### config.mk
export PLATFORM = sky130hd
export DESIGN_NAME = sync_fifo_gen
export DESIGN_NICKNAME = d
export VERILOG_FILES = /design/src/rtl/fifo_pkg.sv /design/src/rtl/fifo_dpram.sv /design/src/rtl/sync_fifo_gen.sv
export SDC_FILE = /design/constraint.sdc
export NUM_CORES = 1
export LEC_CHECK = 0
export ABC_AREA = 1
export CAP_MARGIN = 30
export CORE_ASPECT_RATIO = 1.25
export CORE_UTILIZATION = 35
export DETAILED_ROUTE_END_ITERATION = 8
export PLACE_DENSITY = 0.49
export SETUP_SLACK_MARGIN = 0.3
export SLEW_MARGIN = 20
export SYNTH_ARGS = -nofsm -noshare
export SYNTH_HDL_FRONTEND = slang
export SYNTH_SLANG_ARGS = --single-unit
### constraint.sdc
create_clock -name clk -period 4.3 [get_ports clk]
set_clock_uncertainty 0.1 [all_clocks]
set_input_delay 0.43 -clock clk [delete_from_list [all_inputs] [get_ports clk]]
set_output_delay 0.43 -clock clk [all_outputs]
set_load 0.05 [all_outputs]
### src/rtl/fifo_pkg.sv
// Shared constants and width helpers for the synchronous FIFO.
package fifo_pkg;
  localparam int FIFO_STD  = 0;
  localparam int FIFO_FWFT = 1;

  // Pointer width for a given depth; occupancy needs one extra bit to represent DEPTH itself.
  function automatic int fifo_ptr_w(input int depth);
    return (depth > 1) ? $clog2(depth) : 1;
  endfunction
endpackage

### src/rtl/fifo_dpram.sv
// Simple dual-port storage: synchronous write, asynchronous read, no reset.
module fifo_dpram #(
  parameter int DATA_W = 8,
  parameter int DEPTH  = 8,
  parameter int ADDR_W = 3
) (
  input  logic              clk,
  input  logic              we,
  input  logic [ADDR_W-1:0] waddr,
  input  logic [DATA_W-1:0] wdata,
  input  logic [ADDR_W-1:0] raddr,
  output logic [DATA_W-1:0] rdata
);
  logic [DATA_W-1:0] mem [DEPTH];

  always_ff @(posedge clk) begin
    if (we) mem[waddr] <= wdata;
  end

  assign rdata = mem[raddr];
endmodule

### src/rtl/sync_fifo_gen.sv
// Parameterised single-clock FIFO with status flags, sticky error flags and
// selectable standard / first-word-fall-through read behaviour.
module sync_fifo_gen
  import fifo_pkg::*;
#(
  parameter int DATA_W = 8,
  parameter int DEPTH  = 8,
  parameter int AF_LVL = DEPTH - 1,
  parameter int AE_LVL = 1,
  parameter int FWFT   = FIFO_STD
) (
  input  logic                      clk,
  input  logic                      rst,
  input  logic                      wr,
  input  logic [DATA_W-1:0]         data_in,
  input  logic                      rd,
  output logic [DATA_W-1:0]         data_out,
  output logic                      data_valid,
  output logic                      empty,
  output logic                      full,
  output logic                      almost_empty,
  output logic                      almost_full,
  output logic [fifo_ptr_w(DEPTH):0] fifo_cnt,
  output logic                      overflow,
  output logic                      underflow,
  input  logic                      clr_err
);
  localparam int PTR_W = fifo_ptr_w(DEPTH);
  localparam int CNT_W = PTR_W + 1;
  localparam logic [CNT_W-1:0] DEPTH_C = CNT_W'(DEPTH);
  localparam logic [CNT_W-1:0] AF_C    = CNT_W'(AF_LVL);
  localparam logic [CNT_W-1:0] AE_C    = CNT_W'(AE_LVL);

  if ((DEPTH < 2) || (DEPTH > 1024) || ((DEPTH & (DEPTH - 1)) != 0)) begin : g_bad_depth
    $error("sync_fifo_gen: DEPTH must be a power of two in 2..1024");
  end
  if ((AF_LVL < 1) || (AF_LVL > DEPTH) || (AE_LVL < 0) || (AE_LVL > DEPTH - 1)) begin : g_bad_lvl
    $error("sync_fifo_gen: AF_LVL/AE_LVL out of range");
  end
  if ((DATA_W < 1) || (DATA_W > 64)) begin : g_bad_width
    $error("sync_fifo_gen: DATA_W must be in 1..64");
  end

  logic [PTR_W-1:0]  wr_ptr, rd_ptr;
  logic [DATA_W-1:0] head;
  logic              rd_acc, wr_acc, ovf_evt, udf_evt;

  assign empty        = (fifo_cnt == '0);
  assign full         = (fifo_cnt == DEPTH_C);
  assign almost_full  = (fifo_cnt >= AF_C);
  assign almost_empty = (fifo_cnt <= AE_C);

  // A pop frees a slot in the same cycle, so a full FIFO still takes a write alongside a read.
  assign rd_acc  = rd && !empty;
  assign wr_acc  = wr && (!full || rd_acc);
  assign ovf_evt = wr && !wr_acc;
  assign udf_evt = rd && empty;

  fifo_dpram #(
    .DATA_W(DATA_W),
    .DEPTH (DEPTH),
    .ADDR_W(PTR_W)
  ) u_mem (
    .clk  (clk),
    .we   (wr_acc),
    .waddr(wr_ptr),
    .wdata(data_in),
    .raddr(rd_ptr),
    .rdata(head)
  );

  always_ff @(posedge clk) begin
    if (rst) begin
      wr_ptr   <= '0;
      rd_ptr   <= '0;
      fifo_cnt <= '0;
    end else begin
      if (wr_acc) wr_ptr <= wr_ptr + PTR_W'(1);
      if (rd_acc) rd_ptr <= rd_ptr + PTR_W'(1);
      if (wr_acc && !rd_acc)      fifo_cnt <= fifo_cnt + CNT_W'(1);
      else if (rd_acc && !wr_acc) fifo_cnt <= fifo_cnt - CNT_W'(1);
    end
  end

  // A fresh error wins over clr_err in the same cycle.
  always_ff @(posedge clk) begin
    if (rst) begin
      overflow  <= 1'b0;
      underflow <= 1'b0;
    end else begin
      if (ovf_evt)      overflow <= 1'b1;
      else if (clr_err) overflow <= 1'b0;
      if (udf_evt)      underflow <= 1'b1;
      else if (clr_err) underflow <= 1'b0;
    end
  end

  if (FWFT == FIFO_FWFT) begin : g_fwft
    assign data_out   = empty ? '0 : head;
    assign data_valid = !empty;
  end else begin : g_std
    logic [DATA_W-1:0] dout_q;
    logic              dv_q;

    always_ff @(posedge clk) begin
      if (rst) begin
        dout_q <= '0;
        dv_q   <= 1'b0;
      end else begin
        dv_q <= rd_acc;
        if (rd_acc) dout_q <= head;
      end
    end

    assign data_out   = dout_q;
    assign data_valid = dv_q;
  end
endmodule

==> impl_metrics.sql <==
INSERT INTO impl_metrics (metric_group, metric, value, unit) VALUES
('clocking', 'cts_htree_levels', '3', ''),
('final_layout', 'design.final.nets', '427', ''),
('route', 'vias_per_cell', '4.59', ''),
('synth', 'post_synth_num_cell_types', '24', ''),
('critical_path', 'reg2reg_depth', '8', ''),
('flow_run', 'cap_viol_max_count', '0', ''),
('route', 'dr_total_vias', '2483', ''),
('synth', 'postSynthNetCount', '397', ''),
('clocking', 'cts.repair_timing.setup_buffer_count', '0', ''),
('place', 'dpl.hpwl', '5990', 'µm'),
('synth', 'avgSynthCellArea', '9.82', 'µm²'),
('worst_hold_path', 'class_of_the_tightest_hold_or_removal_check', 'flip-flop to flip-flop', ''),
('route', 'drt_drc_violations_left', '0', ''),
('critical_path', 'cp_slowest_stage_delay', '0.82', 'ns'),
('clocking', 'cts-buffers-inserted', '9', ''),
('synth', 'postSynth.topFlopCell', 'edfxtp_1', ''),
('final_layout', 'n_fill_cell', '1003', ''),
('critical_path', 'critPathRequiredTime', '3.77', 'ns'),
('critical_path', 'worst_path_arrival', '2.05', 'ns'),
('critical_path', 'timing.critical_path.max_delay_family', 'buffers and inverters', ''),
('clocking', 'ctsHoldBuffers', '0', ''),
('sta', 'max_slew_headroom_at_the_worst_pin', '0.550', ''),
('power_and_ir_drop', 'leakage', '1.79', 'nW'),
('sta', 'rsz0062_at_grt', 'no', ''),
('route', 'routed_wirelength', '8410', 'µm'),
('global_route', 'grt_pass1_wl', '13000', 'µm'),
('die', 'width_of_the_chip', '94.0', 'µm'),
('global_route', 'grt_pass1_vias', '2423', ''),
('synth', 'syn-instance-count', '377', ''),
('place', 'routability_cong', '0.857', ''),
('route', 'detail_route.wl_per_cell', '15.5', 'µm'),
('critical_path', 'slowest_cp_cell', 'clkdlybuf4s50_1', ''),
('final_layout', 'synthToLayoutAreaGrowth', '18.5', '%'),
('synth', 'yosysWarnings', '0', ''),
('place', 'placement.cell_area', '4070', 'µm²'),
('clocking', 'post_cts_resized', '0', ''),
('clocking', 'clockBufferDepth', '2', ''),
('clocking', 'worstSkewPairLatency', '0.34', 'ns'),
('final_layout', 'register_area', '2340', 'µm²'),
('final_layout', 'multiInputGateArea', '998', 'µm²'),
('clocking', 'cts.clk_slew.worst_paths', '0.06', 'ns'),
('synth', 'synth-seq-cells', '85', ''),
('route', 'drtPass1Iterations', '4', ''),
('critical_path', 'crit_start_category', 'flip-flop', ''),
('die', 'core.rowCount', '41', ''),
('final_layout', 'n_antenna_cell', '0', ''),
('global_route', 'grt_start_max_net_pins', '35', ''),
('global_route', 'antenna_found_initial', '0', ''),
('sta', 'final.hold.worst_slack', '0.364', 'ns'),
('final_layout', 'design_area', '4390', 'µm²'),
('die', 'core-area', '10200', 'µm²'),
('critical_path', 'setup.worst_path.class', 'flip-flop to output port', ''),
('synth', 'synth_edf_count', '64', ''),
('critical_path', 'cp_num_cells', '5', ''),
('route', 'drtIter0Drc', '169', ''),
('die', 'die-area', '11000', 'µm²'),
('clocking', 'cts.root.buffer_cell', 'clkbuf_16', ''),
('sta', 'max_freq', '388', 'MHz'),
('power_and_ir_drop', 'vdd_ir_drop_max', '0.399', 'mV'),
('clocking', 'cts_tree', 'done', ''),
('sta', 'setup-violations-final', '0', ''),
('sta', 'final.setup.tns', '0', 'ns'),
('sta', 'tightest_pin_transition', '0.674', 'ns'),
('place', 'place.detailed.instances', '525', ''),
('place', 'io_buffer_count', '31', ''),
('die', 'floorplan.initialDensity', '0.363', ''),
('global_route', 'grt_overflow', '0', ''),
('synth', 'synth_area', '3700', 'µm²'),
('route', 'drt.antenna.violating_nets', '0', ''),
('outcome', 'outcome', 'finished clean', ''),
('global_route', 'gr-usage-all-layers', '0.169', '');
-- cells by family (layout without fill, tap and decap cells) --
family | count (synthesis) | after routing | share of synthesized area
flops | 85 | 85 | 0.632
xor+xnor | 1 | 1 | 0.00237
simple gates | 174 | 174 | 0.199
fa+ha+maj | 7 | 7 | 0.0236
compound gates | 31 | 31 | 0.0446
buf+inv | 79 | 114 | 0.0980
-- power breakdown --
part / internal [mW] / switching [mW]
Sequential: 0.968 / 0.0901
Combinational: 0.301 / 0.653
Clock: 0.504 / 0.300
Total: 1.77 / 1.04
-- worst reg2reg max path, cell delays in order, from the launching register on --
cell,delay [ns]
dfxtp_1,0.44
inv_1,0.13
ha_1,0.23
nand2_1,0.08
nor2_2,0.05
nand2_1,0.08
nand2_2,0.08
or2_4,0.28
nor2_1,0.52
-- metal layers --
layer / track usage / up-vias / part of all wire
met5: 0 / - / 0
met2: 0.293 / 49 / 0.52
met3: 0.0336 / 19 / 0.038
met4: 0.102 / 0 / 0.035
li1: - / 1287 / -
met1: 0.194 / 1128 / 0.40
-- cell type report --
cell class              count  share of cell area
clock buffers               9              0.0513
inverters                  66              0.0576
flip-flops and latches     85               0.534
well taps                 129              0.0368
repair buffers             32              0.0724
multi-input cells         213               0.228
clock inverters             7              0.0205
-- synth_stat cells (all sizes together), types with 7 or more instances --
cell type	instances	area, µm²
inv	65	249
nand3	52	260
edfxtp	64	1920
dfxtp	21	420
a21oi	20	108
buf	12	106
o21ai	10	50.1
ha	7	87.6
nand2	106	403
nor2	13	53.8
-- cells in the final DEF, fill, tap and decap left out, types with 3 or more instances in the layout --
cell type,count
inv_2,3
o21ai_0,10
nand3_1,52
edfxtp_1,64
nand2_1,104
clkinvlp_4,3
a21oi_1,18
clkinv_1,3
clkbuf_16,9
ha_1,7
dfxtp_1,21
nor2_1,11
clkdlybuf4s50_1,31
inv_1,61
-- worst paths after layout --
check | startpoint | endpoint | slack [ns]
min reg2reg | data_out[4] | data_out[4] | 0.36
min | data_out[4] | data_out[4] | 0.36
max reg2reg | fifo_cnt[0] | u_mem.mem[0][6] | 1.94
max | fifo_cnt[0] | full | 1.72
-- stage by stage --
| stage | power (mW) | utilization | setup slack, ns |
|---|---|---|---|
| final | 2.82 | 0.430 | 1.72 |
| after global routing | 2.96 | 0.430 | 1.65 |
| after CTS | 2.84 | 0.430 | 1.73 |
| after detailed placement | 2.03 | 0.399 | 1.83 |
| after global placement | 2.03 | 0.399 | 1.84 |
| after floorplan | 1.77 | - | 1.66 |
-- registers in the layout, indices dropped and copies added, names as in the netlist --
signal,cells
u_mem.mem,64
data_out,8
fifo_cnt,4
rd_ptr,3
wr_ptr,3
data_valid,1
overflow,1
underflow,1
Power figures use the tool's default switching activity.
